`src/rtl/countdown_bcd_display_if.sv`:
```
// Control/status bundle between the phase FSM and one countdown display instance.
interface countdown_bcd_display_if #(
  parameter int WIDTH  = 8,
  parameter int DIGITS = 2
);
  logic                  load;
  logic [WIDTH-1:0]      load_val;
  logic                  tick;
  logic                  half_tick;
  logic                  hold;
  logic                  busy;
  logic                  running;
  logic [WIDTH-1:0]      remaining;
  logic [4*DIGITS-1:0]   digits;
  logic                  flicker;
  logic                  blink;
  logic                  expired;

  modport master (
    output load, load_val, tick, half_tick, hold,
    input  busy, running, remaining, digits, flicker, blink, expired
  );

  modport slave (
    input  load, load_val, tick, half_tick, hold,
    output busy, running, remaining, digits, flicker, blink, expired
  );
endinterface

```
`src/rtl/countdown_bcd_display.sv`:
```
// Phase-duration countdown: serial binary-to-BCD load, 1 Hz decrement with a parallel
// BCD borrow chain, leading-zero blanking, flicker/blink window and an expiry pulse.
//
// state | meaning
// IDLE  | no countdown active; digits show 0
// CONV  | double-dabble conversion of the captured value, one bit per cycle
// RUN   | counting down on tick (suppressed by hold)
module countdown_bcd_display #(
  parameter int WIDTH        = 8,
  parameter int DIGITS       = 2,
  parameter int FLICK_THRESH = 5,
  parameter int BLANK_LZ     = 1
) (
  input logic                     clk,
  input logic                     rst_n,
  countdown_bcd_display_if.slave  bus
);
  localparam int BW   = 4 * DIGITS;
  localparam int MAXV = 10 ** DIGITS - 1;
  localparam int CW   = $clog2(WIDTH + 1);

  typedef enum logic [1:0] {IDLE, CONV, RUN} state_t;

  state_t            state_q, state_d;
  logic [WIDTH-1:0]  rem_q, rem_d, cap_q, cap_d, sh_q, sh_d, load_sat;
  logic [BW-1:0]     acc_q, acc_d, bcd_q, bcd_d, dig_q, dig_d, acc_step;
  logic [CW-1:0]     cnt_q, cnt_d;
  logic              pend_q, pend_d, busy_q, busy_d, run_q, run_d;
  logic              flick_q, flick_d, blink_q, blink_d, exp_q, exp_d;
  logic              dec;

  function automatic logic [BW-1:0] dd_step(input logic [BW-1:0] a, input logic b);
    logic [BW-1:0] t;
    t = a;
    for (int i = 0; i < DIGITS; i++)
      if (t[4*i +: 4] >= 4'd5) t[4*i +: 4] = t[4*i +: 4] + 4'd3;
    return {t[BW-2:0], b};
  endfunction

  // Ripple borrow from the ones digit upward; a 0 digit wraps to 9 and keeps borrowing.
  function automatic logic [BW-1:0] bcd_decr(input logic [BW-1:0] a);
    logic [BW-1:0] r;
    logic          borrow;
    r      = a;
    borrow = 1'b1;
    for (int i = 0; i < DIGITS; i++) begin
      if (borrow) begin
        if (r[4*i +: 4] == 4'd0) begin
          r[4*i +: 4] = 4'd9;
        end else begin
          r[4*i +: 4] = r[4*i +: 4] - 4'd1;
          borrow      = 1'b0;
        end
      end
    end
    return r;
  endfunction

  function automatic logic [BW-1:0] blank(input logic [BW-1:0] a);
    logic [BW-1:0] r;
    logic          lead;
    r    = a;
    lead = 1'b1;
    for (int i = DIGITS - 1; i >= 1; i--) begin
      if (lead && a[4*i +: 4] == 4'd0) begin
        if (BLANK_LZ != 0) r[4*i +: 4] = 4'hF;
      end else begin
        lead = 1'b0;
      end
    end
    return r;
  endfunction

  always_comb begin
    if (64'(bus.load_val) > 64'(MAXV)) load_sat = WIDTH'(MAXV);
    else                               load_sat = bus.load_val;
  end

  assign acc_step = dd_step(acc_q, sh_q[WIDTH-1]);
  assign dec      = (state_q == RUN) && (bus.tick || pend_q) && !bus.hold;

  always_comb begin
    state_d = state_q;
    rem_d   = rem_q;
    cap_d   = cap_q;
    sh_d    = sh_q;
    acc_d   = acc_q;
    bcd_d   = bcd_q;
    cnt_d   = cnt_q;
    pend_d  = pend_q;
    busy_d  = busy_q;
    run_d   = run_q;
    exp_d   = 1'b0;
    if (bus.load) begin
      // a tick coinciding with load is deliberately lost
      state_d = CONV;
      cap_d   = load_sat;
      sh_d    = load_sat;
      acc_d   = '0;
      cnt_d   = '0;
      pend_d  = 1'b0;
      busy_d  = 1'b1;
      run_d   = 1'b0;
    end else begin
      case (state_q)
        IDLE: ;
        CONV: begin
          acc_d = acc_step;
          sh_d  = sh_q << 1;
          cnt_d = cnt_q + 1'b1;
          if (bus.tick) pend_d = 1'b1;
          if (cnt_q == CW'(WIDTH - 1)) begin
            busy_d = 1'b0;
            bcd_d  = acc_step;
            rem_d  = cap_q;
            if (cap_q == '0) begin
              state_d = IDLE;
              exp_d   = 1'b1;
              pend_d  = 1'b0;
            end else begin
              state_d = RUN;
              run_d   = 1'b1;
            end
          end
        end
        RUN: begin
          if (dec) begin
            rem_d  = rem_q - 1'b1;
            bcd_d  = bcd_decr(bcd_q);
            pend_d = 1'b0;
            if (rem_q == WIDTH'(1)) begin
              state_d = IDLE;
              run_d   = 1'b0;
              exp_d   = 1'b1;
            end
          end
        end
        default: state_d = IDLE;
      endcase
    end
    dig_d   = blank(bcd_d);
    flick_d = run_d && (rem_d != '0) && (64'(rem_d) < 64'(FLICK_THRESH));
    // blink starts lit on the cycle the flicker window opens
    blink_d = (flick_d && flick_q) ? (blink_q ^ bus.half_tick) : 1'b0;
  end

  always_ff @(posedge clk or negedge rst_n) begin
    if (!rst_n) begin
      state_q <= IDLE;
      rem_q   <= '0;
      cap_q   <= '0;
      sh_q    <= '0;
      acc_q   <= '0;
      bcd_q   <= '0;
      dig_q   <= blank('0);
      cnt_q   <= '0;
      pend_q  <= 1'b0;
      busy_q  <= 1'b0;
      run_q   <= 1'b0;
      flick_q <= 1'b0;
      blink_q <= 1'b0;
      exp_q   <= 1'b0;
    end else begin
      state_q <= state_d;
      rem_q   <= rem_d;
      cap_q   <= cap_d;
      sh_q    <= sh_d;
      acc_q   <= acc_d;
      bcd_q   <= bcd_d;
      dig_q   <= dig_d;
      cnt_q   <= cnt_d;
      pend_q  <= pend_d;
      busy_q  <= busy_d;
      run_q   <= run_d;
      flick_q <= flick_d;
      blink_q <= blink_d;
      exp_q   <= exp_d;
    end
  end

  assign bus.busy      = busy_q;
  assign bus.running   = run_q;
  assign bus.remaining = rem_q;
  assign bus.digits    = dig_q;
  assign bus.flicker   = flick_q;
  assign bus.blink     = blink_q;
  assign bus.expired   = exp_q;
endmodule
```
`src/flat_wrapper.sv`:
```
// flat-port wrapper written by rule: the top's interface ports become plain ports
module countdown_bcd_display_flat 
#(
  parameter int WIDTH        = 8,
  parameter int DIGITS       = 2,
  parameter int FLICK_THRESH = 5,
  parameter int BLANK_LZ     = 1
)
  (clk, rst_n, bus_load, bus_load_val, bus_tick, bus_half_tick, bus_hold, bus_busy, bus_running, bus_remaining, bus_digits, bus_flicker, bus_blink, bus_expired);
  countdown_bcd_display_if #(.WIDTH(WIDTH), .DIGITS(DIGITS)) bus_i ();
  input logic clk;
  input logic rst_n;
  input wire logic [$bits(bus_i.load)-1:0] bus_load;
  input wire logic [$bits(bus_i.load_val)-1:0] bus_load_val;
  input wire logic [$bits(bus_i.tick)-1:0] bus_tick;
  input wire logic [$bits(bus_i.half_tick)-1:0] bus_half_tick;
  input wire logic [$bits(bus_i.hold)-1:0] bus_hold;
  output wire logic [$bits(bus_i.busy)-1:0] bus_busy;
  output wire logic [$bits(bus_i.running)-1:0] bus_running;
  output wire logic [$bits(bus_i.remaining)-1:0] bus_remaining;
  output wire logic [$bits(bus_i.digits)-1:0] bus_digits;
  output wire logic [$bits(bus_i.flicker)-1:0] bus_flicker;
  output wire logic [$bits(bus_i.blink)-1:0] bus_blink;
  output wire logic [$bits(bus_i.expired)-1:0] bus_expired;
  assign bus_i.load = bus_load;
  assign bus_i.load_val = bus_load_val;
  assign bus_i.tick = bus_tick;
  assign bus_i.half_tick = bus_half_tick;
  assign bus_i.hold = bus_hold;
  assign bus_busy = bus_i.busy;
  assign bus_running = bus_i.running;
  assign bus_remaining = bus_i.remaining;
  assign bus_digits = bus_i.digits;
  assign bus_flicker = bus_i.flicker;
  assign bus_blink = bus_i.blink;
  assign bus_expired = bus_i.expired;
  countdown_bcd_display #(.WIDTH(WIDTH), .DIGITS(DIGITS), .FLICK_THRESH(FLICK_THRESH), .BLANK_LZ(BLANK_LZ)) u_core (.clk(clk), .rst_n(rst_n), .bus(bus_i));
endmodule
```
`config.mk`:
```
export PLATFORM = sky130hd
export DESIGN_NAME = countdown_bcd_display_flat
export DESIGN_NICKNAME = d
export VERILOG_FILES = /design/src/rtl/countdown_bcd_display_if.sv /design/src/rtl/countdown_bcd_display.sv /design/src/flat_wrapper.sv
export SDC_FILE = /design/constraint.sdc
export NUM_CORES = 1
export LEC_CHECK = 0
export CAP_MARGIN = 20
export CORE_MARGIN = 3
export CORE_UTILIZATION = 50
export CTS_BUF_LIST = sky130_fd_sc_hd__clkbuf_16
export CTS_CLUSTER_SIZE = 20
export DETAILED_ROUTE_END_ITERATION = 12
export HOLD_SLACK_MARGIN = 0.06
export PLACE_DENSITY = 0.84
export RECOVER_POWER = 50
export SYNTH_ARGS = -nofsm -noshare
export SYNTH_HDL_FRONTEND = slang
export SYNTH_SLANG_ARGS = --single-unit
```
`constraint.sdc`:
```
create_clock -name clk -period 2.6 [get_ports clk]
set_input_delay 0.26 -clock clk [delete_from_list [all_inputs] [get_ports clk]]
set_output_delay 0.26 -clock clk [all_outputs]
set_load 0.02 [all_outputs]
```
# After elaboration in Yosys (flattened, before gate mapping)
# Cells that the tools add are included.
# classes
n_addsub	6
order_cmp	4
eq_ne	8
muxes	53
n_bitwise	1
reduce_logical	19
# op_table
cell	count
2-to-1 mux 8 bit	11
case mux 8 bit (2 select lines)	2
2-to-1 mux 4 bit	7
2-to-1 mux 1 bit	23
zero test 4 bit	3
2-to-1 mux 2 bit	5
== test 8 x 1 -> 1 bit (second input constant)	1
greater-or-equal comparator 4 x 3 -> 1 bit (second input constant)	2
> comparator 8 x 7 -> 1 bit (second input constant)	1
zero test 8 bit	1
less-than comparator 8 x 3 -> 1 bit (second input constant)	1
nonzero test 8 bit	1
subtractor 4 x 1 -> 4 bit (second input constant)	2
subtractor 8 x 1 -> 8 bit (second input constant)	1
!= test 3 x 2 -> 1 bit (second input constant)	2
case mux 1 bit (2 select lines)	3
case mux 2 bit (3 select lines)	1
logical AND 1 bit	5
adder 4 x 1 -> 4 bit (second input constant)	1
adder 4 x 2 -> 4 bit (second input constant)	1
== test 4 x 3 -> 1 bit (second input constant)	1
AND reduction 2 bit	2
AND reduction 4 bit	1
nonzero test 2 bit	2
other kinds (11)	11
# word_totals
regBits	60
input_bits	14
output_inout_bits	21
wordCells	105

# Longest topological paths before layout
# Gate-level depths: netlist of the first run.
# logic_depth
ltp_word	12
ltp_mapped	9
depth_no_buf	8

# Worst setup path after synthesis of the first run
# No wires, ideal clock.
# synth_path
path_kind	flip-flop to flip-flop
start	reg u_core.state_q[0]
end	reg u_core.blink_q, in the netlist u_core.bus.blink
setup_ns	0.096
t_arrival_ns	2.208
required_time_ns	2.504
path_slack_ns	0.297
stages_incl_launch_ff	10
path_buffers	1
period_less_slack_ns	2.303
path_cell_list	dfrtp_1 > inv_1 > ha_1 > nor2b_1 > buf_2 > nand4_1 > o211ai_1 > a311o_1 > or4_4 > nor4_2
# synth_between
elab_chain_cells	11
word_cells_on_any_way	16
cone_classes	1 x order compare; 2 x eq/ne; 7 x mux; 6 x reduce/logical
# synth_rtl
item	line	rtl
from (decl)	countdown_bcd_display.sv:24	state_t state_q, state_d;
from (signal assigned)	countdown_bcd_display.sv:164	state_q <= state_d;
== test 2 bit	countdown_bcd_display.sv:80, countdown_bcd_display.sv:105	
logical AND 1 bit (2 in series)	countdown_bcd_display.sv:80	assign dec = (state_q == RUN) && (bus.tick || pend_q) && !bus.hold;
2-to-1 mux 8 bit	countdown_bcd_display.sv:127	if (dec) begin
case mux 8 bit (2 select lines) (*)	countdown_bcd_display.sv:105	case (state_q)
2-to-1 mux 8 bit (*)	countdown_bcd_display.sv:94	if (bus.load) begin
named net u_core.rem_d[3]	countdown_bcd_display.sv:25	logic [WIDTH-1:0] rem_q, rem_d, cap_q, cap_d, sh_q, sh_d, load_sat;
branches (longest 2 deep; another with less-than comparator 8 x 3 -> 1 bit)	--	
logical AND 1 bit (*)	countdown_bcd_display.sv:142	flick_d = run_d && (rem_d != '0) && (64'(rem_d) < 64'(FLICK_THRESH));
logical AND 1 bit (*)	countdown_bcd_display.sv:144	blink_d = (flick_d && flick_q) ? (blink_q ^ bus.half_tick) : 1'b0;
2-to-1 mux 1 bit (*)	countdown_bcd_display.sv:144	
named net u_core.blink_d	countdown_bcd_display.sv:29	logic flick_q, flick_d, blink_q, blink_d, exp_q, exp_d;
to (signal assigned)	countdown_bcd_display.sv:176	blink_q <= blink_d;
to (decl)	countdown_bcd_display.sv:29	
# Mark *: on every way through the listed nets, which the timed path passes.
# A chain may end at the register's enable or synchronous reset.

# Worst setup path after layout of the first run
# layout_path
start	reg u_core.bcd_q[0]
end	reg u_core.dig_q[6], in the netlist u_core.bus.digits[6]
# layout_between
elab_chain_cells	11
# layout_rtl
item	line	rtl
from (decl)	countdown_bcd_display.sv:26	logic [BW-1:0] acc_q, acc_d, bcd_q, bcd_d, dig_q, dig_d, acc_step;
from (signal assigned)	countdown_bcd_display.sv:154	bcd_q <= '0;
from (signal assigned)	countdown_bcd_display.sv:169	bcd_q <= bcd_d;
zero test 4 bit (*)	countdown_bcd_display.sv:48	if (r[4*i +: 4] == 4'd0) begin
2-to-1 mux 1 bit (*)	countdown_bcd_display.sv:48	
2-to-1 mux 1 bit (*)	countdown_bcd_display.sv:127	
2-to-1 mux 1 bit (*)	countdown_bcd_display.sv:105	
2-to-1 mux 1 bit (*)	countdown_bcd_display.sv:94	
2-to-1 mux 4 bit (*)	countdown_bcd_display.sv:47	if (borrow) begin
2-to-1 mux 8 bit (*)	countdown_bcd_display.sv:127	
case mux 8 bit (2 select lines) (*)	countdown_bcd_display.sv:105	
2-to-1 mux 8 bit (*)	countdown_bcd_display.sv:94	
zero test 4 bit	countdown_bcd_display.sv:65	if (lead && a[4*i +: 4] == 4'd0) begin
2-to-1 mux 4 bit (*)	countdown_bcd_display.sv:65	
named net u_core.dig_d[6]	countdown_bcd_display.sv:26	
to (signal assigned)	countdown_bcd_display.sv:155	dig_q <= blank('0);
to (signal assigned)	countdown_bcd_display.sv:170	dig_q <= dig_d;
to (decl)	countdown_bcd_display.sv:26	
# Mark *: on every way through the listed nets, which the timed path passes. The rest lies on a longest branch. The select of a mux whose other input is x is not followed.

==> summary.md, run 1 <==
| Metric | Value |
|---|---|
| YS warnings | 0 |
| CTS tree | built |
| Die Wd | 86.2 µm |
| Worst-Margin Slew | 1.00 ns |
| Hpwl dp | 5810 µm |
| Antenna viol nets, final | 0 |
| Syn nets | 372 |
| Internal reg-to-reg setup slack | 0.15 ns |
| Endpoints failing setup | 0 |
| Top Family by Delay on Critical Path | simple AND/OR/NAND/NOR gates |
| Status | complete, no violations |
| Worst Setup Start Kind | flip-flop |
| Pwr Density | 903 nW/µm² |
| Peak supply drop | 0.000541 V |
| I/O pins | 35 |
| Nets@finish | 417 |
| Worst Setup End Kind | flip-flop |
| Final hold slack | 0.437 ns |
| CP peak stage delay | between 0.4 and 0.5 ns |
| Ys flop type | dfrtp_1 |
| Clk Latency, worst-skew pair | around 0.29 ns |
| DR iter-0 viols | 278 |
| Worst-path maximum fanout | 5 |
| Vias in the first global route | 2636 |
| Drt drc | 0 |
| Post-CTS setup buffer count | 0 |
| First-pass GRT wire length | 12800 µm |
| Grt total ovfl | 0 |
| Core Box Area | approximately 6000 µm² |
| Gate Count Post-Synth | between 300 and 400 |
| Synth cell types | 64 |
| Net switching power | 1.32 mW |
| Drt pass-1 iters | 7 |
| Sw frac | 37.9% |
| Fin Setup TNS | 0 ns |
| FF+latch count, synth | 56 |
| R2R cell count | 8 |
| Clock skew | 0.00404 ns |
| Syn Area/Cell | 9.29 µm² |
| Hold Crit Class | in -> async |
| Die area | 7430 µm² |
| Final-report max-slew violation count | 0 |
| Yosys top cell area share | 40.5% |
| P&R area growth vs syn | 20.3% |
| Root Buffer Master | clkbuf_16 |
| Ratio of cells with drive above 1 in the final layout | 11.2% |
| FF-to-FF End | u_core.bus.digits[6] |
| CTS Buf Count | 5 |
| Initial Util | 53.1% |
| Final GP Congestion | 0.969 |
| Tot Pwr | 3.49 mW |
| I/O Buffers | 34 |
| Sequential-to-total area share from yosys stat | 43.7% |
| Buf/Inv on CP | 1 |
| Crit-path cells | inv_1 > ha_1 > or3b_4 > or3_4 > o41a_1 > o32a_1 > nand2_1 > o21ai_1 |
| Worst Path Arrival | 2.65 ns |
| Fin crit period | 2.45 ns |
| Period utilisation layout | 94.3% |
| Via count | 2832 |
| Clock tree buffer depth | 2 |
| Area of the mapped netlist | 3220 µm² |
| Die height | 86.2 µm |
| RSZ-0062 raised after global routing | no |
| Leakage | 1.69 nW |
| Vias per inst | between 6 and 7 |
| R2r startpoint | u_core.bcd_q[0] |
| CTS Sinks | 56 |
| Critical path's slowest cell | dfrtp_2 |
| Gr usage total | between 20 and 25% |
| Cell internal pwr | 2.17 mW |
| Diode count | 0 |
| Crit path depth | 8 |
| MaxCap Viol Count | 0 |
| Site Rows | 28 |
| Final wirelength | approximately 7800 µm |
| Synth area leader | dfrtp_1 |
| WL/cell | 16.7 µm |
| H-Tree Depth | 2 |
| Largest net degree at the start of global routing | 50 |
| Async S/R FF share, synth | 100% |
| Combinational cell fraction of total power | 41.1% |
| Final Hold Fails | 0 |
| Clock network fraction of design power | 21.8% |
| Dominant cells by area after synthesis | dfrtp_1, ha_1, mux2i_1 |
| Seq pwr share | 37.2% |
| Clk slew on worst S/H paths | 0.07 ns |
| Post-synth EDFFs | 0 |
| Antenna violations before repair | 0 |
| Worst EP required | 2.80 ns |
| Setup CP Type | reg -> reg |
| FMAX | 0.408 GHz |
| Slew headroom | 33.2% |
flip-flops by register name (all words and copies together) (netlist names), 2 cells and up:
register,flops
u_core.acc_q,8
u_core.bcd_q,8
u_core.bus.remaining,8
u_core.cap_q,8
u_core.sh_q,8
u_core.bus.digits,4
u_core.cnt_q,4
u_core.state_q,2
metrics by stage:
step	cell area, µm²	instances	setup WS (ns)	util (%)
3_3_place_gp	3690	457	0.147	61.0
2_1_floorplan	3220	346	0.297	-
4_1_cts	3860	465	0.135	63.7
5_1_grt	3870	467	0.0101	63.8
3_5_place_dp	3690	457	0.110	61.0
6_report	3870	467	0.148	63.8
cells in the mapped netlist (all sizes together) (5+ instances only):
cell type,number
clkbuf,8
mux2i,14
ha,12
nor3,12
nor2,36
buf,11
nand2b,7
nor4,5
nor2b,5
nand3,15
o21ai,22
a211oi,5
nand2,28
inv,24
dfrtp,52
a21oi,14
a31oi,7
area by class of cell:
class / count / area [µm²]
Multi-Input combinational cell: 246 / 1610
Inverter: 25 / 93.8
Clock buffer: 5 / 125
Fill cell: 495 / 2190
Sequential cell: 56 / 1410
Timing Repair Buffer: 57 / 495
Tap cell: 75 / 93.8
Clock inverter: 3 / 42.5
logic make-up after synthesis:
kind of cell             synth area share [%]
AO/OA/AOI/OAI                            16.8
buffers and inverters                    6.26
adder cells (fa/ha/maj)                  4.67
flip-flops                               43.7
multiplexers                             5.06
AND/OR/NAND/NOR                          21.5
XOR/XNOR                                 1.91
power by group through the flow:
| stage | Combinational (mW) | Sequential [mW] | Clock, mW |
|---|---|---|---|
| after global placement | 1.38 | 1.30 | 0 |
| final | 1.43 | 1.30 | 0.760 |
| after floorplan | 0.898 | 1.34 | 0 |
| after CTS | 1.43 | 1.29 | 0.774 |
| after global routing | 1.56 | 1.33 | 0.822 |
| after detailed placement | 1.42 | 1.31 | 0 |
cells in the final DEF, fill, tap and decap left out, types with 10 or more instances in the layout:
cell             Yosys  routed
o21ai_0             19      19
nand2_1             28      28
a21oi_1             14      14
dfrtp_1             52      51
clkdlybuf4s50_1      0      27
nor3_1              10      10
mux2i_1             14      14
ha_1                12      12
inv_1               24      25
nand3_1             14      14
buf_4                5      18
nor2_1              36      36
worst max path at each step:
| stage | start | endpoint | slack [ns] |
|---|---|---|---|
| 2_1_floorplan | u_core.state_q[0] | u_core.bus.blink | 0.30 |
| 3_3_place_gp | bus_hold | u_core.bus.blink | 0.15 |
| 3_5_place_dp | bus_hold | u_core.bus.blink | 0.11 |
| 4_1_cts | u_core.state_q[0] | u_core.bus.blink | 0.14 |
| 5_1_grt | u_core.bcd_q[0] | u_core.bus.digits[6] | 0.01 |
| 6_report | u_core.bcd_q[0] | u_core.bus.digits[6] | 0.15 |
routing by layer:
layer	track usage, %	routed length, µm	up-vias
met2	36.1	3670	135
met3	3.80	640	18
met1	29.6	3380	1358
met4	5.24	121	0
met5	0	0	-
li1	-	-	1321
timing repair:
item	CTS	global route
resized for setup	0	2
hold endpoints to repair	0	8
endpoints found under the setup margin	0	2
hold buffers	0	1
No activity file was read; power rests on OpenSTA's default activity.
==> run 2, diff against run 1 <==
- GPL_ROUTABILITY_DRIVEN: unset -> 0
==> run 2 against run 1 <==
Compared with the run above:
- count of clock-buffer cells in the layout is the same
- power shrank 2.2%
- critical endpoint unchanged
- highest routed layer unchanged
- worst hold slack lost 0.11 ns
- combinational power is essentially flat
==> summary.md, run 2 (same netlist as run 1, synthesis figures left out) <==
| Metric | Value |
|---|---|
| Largest net degree at the start of global routing | 57 |
| Endpoints failing setup | 0 |
| Fin Setup TNS | 0 ns |
| Die Wd | 86.2 µm |
| Initial Util | 53.1% |
| Final Hold Fails | 0 |
| Clk Latency, worst-skew pair | ~0.3 ns |
| I/O pins | 35 |
| CTS Sinks | between 50 and 60 |
| Worst EP required | 2.80 ns |
| Status | complete, no violations |
| R2r startpoint | u_core.bcd_q[0] |
| Core Box Area | a little over 6000 µm² |
| Most frequent cells in the layout | dfrtp_1, nor2_1, nand2_1 |
| Final wirelength | 7570 µm |
| Nets@finish | between 400 and 500 |
| Vias in the first global route | 2713 |
| Via count | 2786 |
| WL/cell | around 16 µm |
| Grt total ovfl | 0 |
| Antenna violations before repair | 0 |
| Ratio of cells with drive above 1 in the final layout | 12.5% |
| Worst-Margin Slew | 1.31 ns |
| Final hold slack | roughly 0.32 ns |
| Gr usage total | 21.9% |
| Worst-path maximum fanout | 5 |
| Antenna viol nets, final | 0 |
| RSZ-0062 raised after global routing | no |
| Clock tree buffer depth | 2 |
| I/O Buffers | 34 |
| Die height | ~86 µm |
| Worst Setup End Kind | flip-flop |
| Diode count | 0 |
| Pwr Density | 884 nW/µm² |
| FF-to-FF End | u_core.bus.digits[6] |
| Leakage | approximately 1.7 nW |
| Die area | 7430 µm² |
| Pre-CTS setup slack | approximately 0.082 ns |
| MaxCap Viol Count | 0 |
| Period utilisation layout | between 90% and 100% |
| Worst Setup Start Kind | flip-flop |
| Vias per inst | between 5 and 6 |
| Fin crit period | 2.46 ns |
| Commonest non-fill, non-tap cell in the layout | dfrtp_1 |
| Clock skew | 0.00407 ns |
| Cts hold-fix bufs | 0 |
| H-Tree Depth | 2 |
| Internal reg-to-reg setup slack | around 0.14 ns |
| Worst Slack Setup Final | 0.138 ns |
| Worst Path Arrival | 2.66 ns |
| Clk slew on worst S/H paths | 0.07 ns |
| P&R area growth vs syn | 20.1% |
| CTS tree | built |
| DR iter-0 viols | 278 |
| R2R cell count | 8 |
| Hpwl dp | 5660 µm |
| Drt pass-1 iters | 6 |
| CTS Buf Count | 5 |
| First-pass GRT wire length | 13000 µm |
| Drt drc | 0 |
| Peak supply drop | approximately 0.00057 V |
| Slew headroom | roughly 13% |
| Hold Crit Class | in -> async |
| Root Buffer Master | clkbuf_16 |
| Final-report max-slew violation count | 0 |
| FMAX | 0.406 GHz |
| Utilization after layout | 63.7% |
| Setup CP Type | reg -> reg |
| Site Rows | 28 |
run 2: worst max path at each step:
stage	from	end	slack (ns)	cells after the start
6_report	u_core.bcd_q[0]	u_core.bus.digits[6]	0.14	8
5_1_grt	u_core.state_q[1]	u_core.bus.blink	0.01	8
4_1_cts	u_core.state_q[0]	u_core.bus.blink	0.11	7
3_5_place_dp	bus_hold	u_core.bus.blink	0.08	6
3_3_place_gp	bus_hold	u_core.bus.blink	0.12	6
2_1_floorplan	u_core.state_q[0]	u_core.bus.blink	0.30	9
run 2: cell type report:
cell class                 count  area [µm²]
clock buffer                   5         125
clock inverter                 3        22.5
inverter                      25        93.8
fill                         503        2200
tap                           75        93.8
sequential                    56        1410
multi-input combinational    246        1620
timing repair buffer          56         498
run 2: report_power, final:
part	switching (mW)	internal (mW)	total, mW
clock	0.321	0.361	0.682
sequential	0.214	1.08	1.30
combinational	0.795	0.642	1.44
run 2: timing repair:
item / 4_1_cts / 5_1_grt
setup endpoints to repair: 0 / 2
buffers inserted: 0 / 1
resized for setup: 0 / 3
run 2: per-layer routing:
metal  part of all wire, %  GRT usage [%]  vias up
met5                     0              0        -
met4                   1.9           6.66        0
met3                   6.7           3.52       17
met2                    47           35.5      113
met1                    44           30.5     1338
li1                      -              -     1318
run 2: through the flow:
stage / instances / area [µm²] / power, mW
CTS: 465 / 3840 / 3.41
detailed placement: 457 / 3690 / 2.72
floorplan: 346 / 3220 / 2.24
global placement: 457 / 3690 / 2.67
global route: 466 / 3860 / 3.66
finish: 466 / 3860 / 3.41
run 2: worst max-delay path, cell delays in order, from the launching register on:
cell,delay [ns]
dfrtp_1,0.43
inv_1,0.07
ha_1,0.19
or3b_4,0.42
or3_4,0.38
o41a_1,0.37
o32a_1,0.33
nand2_1,0.09
o21ai_1,0.08
